### src/rtl/mantissa_normalizer_pipe.sv
// Two-stage mantissa normaliser: S1 registers operands and leading-zero count, S2 registers the result.
// Optional feature: define MANT_NORM_SUBNORMAL_EN to produce subnormal results on underflow instead of flushing to zero.
`timescale 1ns/1ps

module mantissa_normalizer_pipe #(
    parameter int MANT_W = 24,
    parameter int EXP_W  = 8
) (
    input  logic              clk,
    input  logic              rst_n,
    input  logic              in_valid,
    output logic              in_ready,
    input  logic [MANT_W-1:0] in_mant,
    input  logic              in_carry,
    input  logic [EXP_W-1:0]  in_exp,
    output logic              out_valid,
    input  logic              out_ready,
    output logic [MANT_W-2:0] out_mant,
    output logic [EXP_W-1:0]  out_exp,
    output logic [EXP_W-1:0]  out_shift,
    output logic              out_zero,
    output logic              out_underflow,
    output logic              out_overflow
);

    localparam int LZ_W = $clog2(MANT_W + 1);
    // One extra bit so exponent arithmetic can be range-checked before it could wrap.
    localparam int CW   = ((LZ_W > EXP_W) ? LZ_W : EXP_W) + 1;
    localparam logic [CW-1:0] EXP_MAX = CW'({EXP_W{1'b1}});

    logic              ready_q;
    logic              s1_valid;
    logic [MANT_W-1:0] s1_mant;
    logic              s1_carry;
    logic [EXP_W-1:0]  s1_exp;
    logic [LZ_W-1:0]   s1_lz;
    logic [LZ_W-1:0]   lz_c;
    logic              s1_adv;
    logic              s2_adv;

    logic [MANT_W-2:0] n_mant;
    logic [EXP_W-1:0]  n_exp;
    logic [EXP_W-1:0]  n_shift;
    logic              n_zero;
    logic              n_uf;
    logic              n_of;
    logic [CW-1:0]     sum;

    assign s2_adv   = !out_valid || out_ready;
    assign s1_adv   = !s1_valid || s2_adv;
    assign in_ready = ready_q && s1_adv;

    // Leading-zero count; the highest set bit is visited last and wins.
    always_comb begin
        // NOTE: every variable written here gets a default first, so no path leaves it unassigned and no latch is inferred.
        lz_c = LZ_W'(MANT_W);
        for (int i = 0; i < MANT_W; i++) begin
            if (in_mant[i]) lz_c = LZ_W'(MANT_W - 1 - i);
        end
    end

    // Held low through reset and until the first edge after release.
    always_ff @(posedge clk or negedge rst_n) begin
        // NOTE: sequential state uses non-blocking assignments so all registers sample pre-edge values.
        if (!rst_n) ready_q <= 1'b0;
        else        ready_q <= 1'b1;
    end

    always_ff @(posedge clk or negedge rst_n) begin
        if (!rst_n) begin
            s1_valid <= 1'b0;
            s1_mant  <= '0;
            s1_carry <= 1'b0;
            s1_exp   <= '0;
            s1_lz    <= '0;
        end else if (s1_adv) begin
            s1_valid <= in_valid && in_ready;
            if (in_valid && in_ready) begin
                s1_mant  <= in_mant;
                s1_carry <= in_carry;
                s1_exp   <= in_exp;
                s1_lz    <= lz_c;
            end
        end
    end

    always_comb begin
        n_mant  = '0;
        n_exp   = '0;
        n_shift = '0;
        n_zero  = 1'b0;
        n_uf    = 1'b0;
        n_of    = 1'b0;
        sum     = '0;
        if (s1_carry) begin
            sum    = CW'(s1_exp) + CW'(1);
            n_mant = s1_mant[MANT_W-1:1];
            n_exp  = sum[EXP_W-1:0];
        end else if (s1_mant == '0) begin
            n_zero = 1'b1;
        end else if (CW'(s1_lz) < CW'(s1_exp)) begin
            sum     = CW'(s1_exp) - CW'(s1_lz);
            n_mant  = (MANT_W-1)'(s1_mant << s1_lz);
            n_exp   = sum[EXP_W-1:0];
            n_shift = EXP_W'(s1_lz);
        end else begin
            n_uf = 1'b1;
`ifdef MANT_NORM_SUBNORMAL_EN
            // Shift stops one short of the exponent so the result lands at exponent 0.
            n_shift = (s1_exp == '0) ? '0 : s1_exp - EXP_W'(1);
            n_mant  = (MANT_W-1)'(s1_mant << n_shift);
            n_zero  = (n_mant == '0);
`else
            n_zero  = 1'b1;
`endif
        end
        if (sum >= EXP_MAX) begin
            n_of   = 1'b1;
            n_exp  = '1;
            n_mant = '0;
        end
    end

    always_ff @(posedge clk or negedge rst_n) begin
        if (!rst_n) begin
            out_valid     <= 1'b0;
            out_mant      <= '0;
            out_exp       <= '0;
            out_shift     <= '0;
            out_zero      <= 1'b0;
            out_underflow <= 1'b0;
            out_overflow  <= 1'b0;
        end else if (s2_adv) begin
            out_valid <= s1_valid;
            if (s1_valid) begin
                out_mant      <= n_mant;
                out_exp       <= n_exp;
                out_shift     <= n_shift;
                out_zero      <= n_zero;
                out_underflow <= n_uf;
                out_overflow  <= n_of;
            end
        end
    end

endmodule
### config.mk
export PLATFORM = sky130hd
export DESIGN_NAME = mantissa_normalizer_pipe
export DESIGN_NICKNAME = d
export VERILOG_FILES = /design/src/rtl/mantissa_normalizer_pipe.sv
export SDC_FILE = /design/constraint.sdc
export NUM_CORES = 1
export LEC_CHECK = 0
export CAP_MARGIN = 0
export CORE_MARGIN = 8
export CORE_UTILIZATION = 59
export DETAILED_ROUTE_END_ITERATION = 12
export GPL_ROUTABILITY_DRIVEN = 1
export GPL_TIMING_DRIVEN = 0
export PLACE_DENSITY = 0.87
export SLEW_MARGIN = 10
export SYNTH_ARGS = -nofsm -noshare
export SYNTH_HDL_FRONTEND = slang
export SYNTH_SLANG_ARGS = --single-unit
### constraint.sdc
create_clock -name clk -period 4.9 [get_ports clk]
set_input_delay 0.98 -clock clk [delete_from_list [all_inputs] [get_ports clk]]
set_output_delay 0.98 -clock clk [all_outputs]
set_load 0.005 [all_outputs]
* Word level (Yosys, flattened, before mapping) *
Cells that the tools add are included.
Widths: inputs -> output; s select.

word-level totals
  output and inout bits = 44
  bits of input ports = 37
  bits in registers = 83

cells by class
  reduce and logical (&&, ||, !) cells = 9
  add/subtract/negate cells = 2
  shift operators = 1
  magnitude comparators = 2
  multiplexer cells = 44

operators by type and width
  operator             count
  $mux 5               23
  $mux 23              4
  $mux 8               4
  $mux 9               3
  $logic_not 24->1     1
  $shl 24x5->23        1
  $mux 4               4
  $add 8x1->9 const B  1
  $ge 9x8->1 const B   1
  $sub 8x5->9          1
  $lt 5x8->1           1
  $mux 1               6
  $reduce_and 2->1     2
  $logic_and 1x1->1    2
  $logic_not 1->1      2
  $logic_or 1x1->1     2

* Depth between registers and ports, before layout *
  word-level depth = 24
  gate-level depth with buffers = 12
  gate-level depth less buffers = 11

* Least setup slack after synthesis *
OpenSTA, ideal clock, no wires.

  path kind = reg-to-reg
  start point = register s1_lz[2]
  end point = register out_mant[1]
  arrival time = 2660 ps
  required time = 4778 ps
  library setup time = 122 ps
  path slack = 2119 ps
  path buffers = 2
  stages on the path, launching flop included = 11
  period minus slack after synthesis = 2781 ps
  cell sequence = dfrtp_1 inv_2 clkbuf_1 ha_1 a211oi_1 nor2_1 or3_1 o32ai_2 nand4b_4 buf_6 a32o_1

between the ends
  word-level cells in the longest chain between the ends = 6

RTL lines
  what                                       line      text
  from (decl)                                36        logic [LZ_W-1:0] s1_lz;
  from (signal assigned)                     82        s1_lz <= lz_c;
  $sub 8x5->9 or $lt 5x8->1 (tied branches)  102, 101
  $mux 9                                     101       end else if (CW'(s1_lz) < CW'(s1_exp)) begin
  $mux 9                                     99        end else if (s1_mant == '0) begin
  $mux 9                                     95        if (s1_carry) begin
  $ge 9x8->1                                 117       if (sum >= EXP_MAX) begin
  $mux 23 (*)                                117
  to (signal assigned)                       136       out_mant <= n_mant;
  to (decl)                                  18        output logic [MANT_W-2:0] out_mant,

Mark *: on every way between the ends. The rest lies on a longest branch, timed or not.
A chain may end at the register's enable or synchronous reset.

* Final worst setup path *
  start point = register s1_lz[2]
  end point = register out_mant[8]

Same word-level chain as after synthesis.

==> impl_metrics.tcl <==
set metrics [dict create \
    outcome "finished clean" \
    hold_path_depth 2 \
    postSynthAreaPerCell_sq_um 8.922 \
    yosys_register_bits 80 \
    critical_path_class "reg2reg" \
    fin_util_pct 73.41 \
    h-tree-depth 3 \
    drtIter0Drc 441 \
    remaining_drc_errors 0 \
    holdBufCountCts 0 \
    clock_path_buffers 2 \
    hp-start "out_shift[2]$_DFFE_PN0P_" \
    tns_ns 0 \
    period_share_pct 72.07 \
    postCtsSetupRepairBufs 0 \
    grt_max_degree 43 \
    grt_pass1_wl_um 26700 \
    drtAntennaViolNets 0 \
    overflow 0 \
    nNetsFinal 708 \
    portBuffers 77 \
    synthFlopType "dfrtp_1" \
    clkLatencyLatePin_ns 0.35 \
    layout-drive-gt1-share_pct 9.281 \
    slowest_delay_ns 0.51 \
    wl_per_cell_um 21.42 \
    avgViaCountPerCell 6.557 \
    maxCapViolCount 0 \
    multiInputGateArea_sq_mm 0.002855 \
    cellPowerDensity_mw_per_mm2 411.3 \
    diodes 0 \
    crit_path_cell_trace "inv_2 > clkbuf_1 > ha_1 > a211oi_1 > nor2_1 > or3_1 > o32ai_2 > nand4b_4 > buf_6 > a32o_1" \
    reg2regPathDepth 10 \
    startpoint "s1_lz[2]$_DFFE_PN0P_" \
    ir_drop_mv 0.2037 \
    synthCells 573 \
    min_path_type "reg2reg" \
    register_area_sq_mm 0.002002 \
    async_reset_ff_share_pct 100.0 \
    clock_sinks 80 \
    syn_to_final_growth_pct 22.79 \
    first_pass_iters 6 \
    cts_resized 0 \
    cp-end-kind "flip-flop" \
    design_area_sq_mm 0.006277 \
    layout_min_cycle_time_ns 3.531 \
    r2r_setup_slack_ns 1.37 \
    rsz0062_at_grt "no" \
    r2r_end "out_mant[8]$_DFFE_PN0P_" \
    die-width_um 109.1 \
    antenna_found_initial 0 \
    fp.dieArea_sq_mm 0.01190 \
    syn_area_sq_mm 0.005112 \
    dp_hpwl_um 13090 \
    ys_seq_area_share_pct 39.16 \
    wl_um 16620 \
    ys_types 66 \
    cts_tree "yes" \
    worstReg2RegStart "s1_lz[2]$_DFFE_PN0P_" \
    ys_warn_count 0 \
    setup_viol 0 \
    start_util_pct 59.79 \
    place_inst 761 \
    path_clk_slew_ns 0.08 \
    root_buffer "clkbuf_8" \
    rows 34 \
    slowest_stage "clkbuf_1" \
    leakage_nw 2.691 \
    ioPinCount 81 \
    core-area_sq_mm 0.008551 \
    grt_usage_pct 28.85 \
    worst_ep_required_time_ns 5.13 \
    tightest_slew_ns 0.6202 \
    grt_pass1_vias 4972 \
    final_cells 776 \
    cts_made_buffers 9 \
    slew_viol_final 0 \
    hold_violations 0 \
    synth_edf_count 0 \
    skew_ns 0.01120 \
    crit_arrival_ns 3.76 \
    die_h_um 109.1 \
    nFillCells 617 \
    vias 5088 \
    cp_max_fo 10 \
    place_congestion 0.9341 \
    min_to "out_shift[2]$_DFFE_PN0P_" \
    relSlewSlack_pct 58.65 \
    cp-start-kind "flip-flop" \
    place_area_sq_mm 0.006043 \
    p_total_mw 2.582 \
    clock.fmax_mhz 283.2 \
]
power breakdown:
| part | internal [mW] | switching (mW) | leakage [nW] |
|---|---|---|---|
| combinational | 0.531 | 0.535 | 1.57 |
| sequential | 0.806 | 0.133 | 1.01 |
| clock | 0.337 | 0.240 | 0.113 |
registers in the layout, summed over array words and instances (netlist names):
register / flops
out_exp: 8
out_overflow: 1
s1_exp: 8
ready_q: 1
out_zero: 1
s1_mant: 24
out_underflow: 1
s1_lz: 5
s1_carry: 1
out_mant: 23
out_shift: 5
s1_valid: 1
out_valid: 1
layout make-up:
type,count,share of cell area (%)
tap,108,2.153
multi-input combinational,439,45.49
buffer,39,3.169
clock inverter,5,1.694
sequential,80,31.89
inverter,17,1.017
clock buffer,10,2.033
timing repair buffer,78,12.56
cell families (layout without fill, tap and decap cells):
kind of cell,Yosys count,after routing,synth area share (%)
other,2,4,0.1469
AO/OA/AOI/OAI,156,156,23.86
XOR/XNOR,10,10,1.713
multiplexers,37,37,8.908
buffers and inverters,56,149,5.139
AND/OR/NAND/NOR,225,225,19.21
flip-flops,80,80,39.16
adder cells (fa/ha/maj),7,7,1.860
worst max path at each step:
stage	to	slack [ns]	cells after the start
2_1_floorplan	out_mant[1]$_DFFE_PN0P_	2.12	10
3_3_place_gp	out_mant[9]$_DFFE_PN0P_	0.28	1
3_5_place_dp	out_exp[2]$_DFFE_PN0P_	1.44	8
4_1_cts	out_mant[1]$_DFFE_PN0P_	1.44	10
5_1_grt	out_mant[8]$_DFFE_PN0P_	1.30	10
6_report	out_mant[8]$_DFFE_PN0P_	1.37	10
metrics by stage:
step	worst slack [ns]	hold slack, ns
after CTS	1.444	0.4895
after global routing	1.302	0.5074
final	1.369	0.4919
after floorplan	2.119	0.4673
after detailed placement	1.437	0.4728
after global placement	0.2790	0.4614
metal layers:
layer  part of all wire, %  GRT usage, %  wire, um  vias to the layer above
li1                      -             -         -                     2284
met1                    43         38.41      7140                     2476
met2                    46         45.75      7653                      291
met3                   8.1         4.669      1345                       37
met4                   2.9         12.02       483                        0
met5                     0             0         0                        -
cell usage in the layout (no fill, tap or decap), types with 5 or more instances in the layout:
master	count
nor4_1	11
mux2_2	6
xnor2_1	5
o21ai_0	18
inv_2	5
o22a_1	5
dfrtp_1	80
inv_1	12
o21ai_1	12
o22ai_1	7
nand2_1	134
a211oi_1	9
mux2i_1	23
mux4_2	6
nor3_1	5
clkbuf_8	9
a32o_1	33
a21oi_1	18
xor2_1	5
a21o_1	5
buf_2	9
clkbuf_1	21
clkdlybuf4s50_1	76
nor2_1	38
o31ai_1	12
nand3_1	12
ha_1	6
worst max-delay path: cells and delay by family, from the launching register on:
kind	cells	cell delay, ns
AOI/OAI and AO/OA	3	0.92
buffers and inverters	3	0.88
DFF	1	0.41
adders and majority gates	1	0.42
and+or+nand+nor	3	0.77
synth_stat cells (9+ instances only):
master / number / area [sq um]
nand2_1: 134 / 503.0
dfrtp_1: 80 / 2002
nor2_1: 38 / 142.6
a32o_1: 33 / 330.3
mux2i_1: 23 / 230.2
clkbuf_1: 20 / 75.07
a21oi_1: 18 / 90.09
o21ai_0: 18 / 90.09
inv_1: 12 / 45.04
nand3_1: 12 / 60.06
o21ai_1: 12 / 60.06
o31ai_1: 12 / 90.09
nor4_1: 11 / 68.82
a211oi_1: 9 / 67.56
buf_2: 9 / 45.04
No activity file was read; power rests on OpenSTA's default activity.
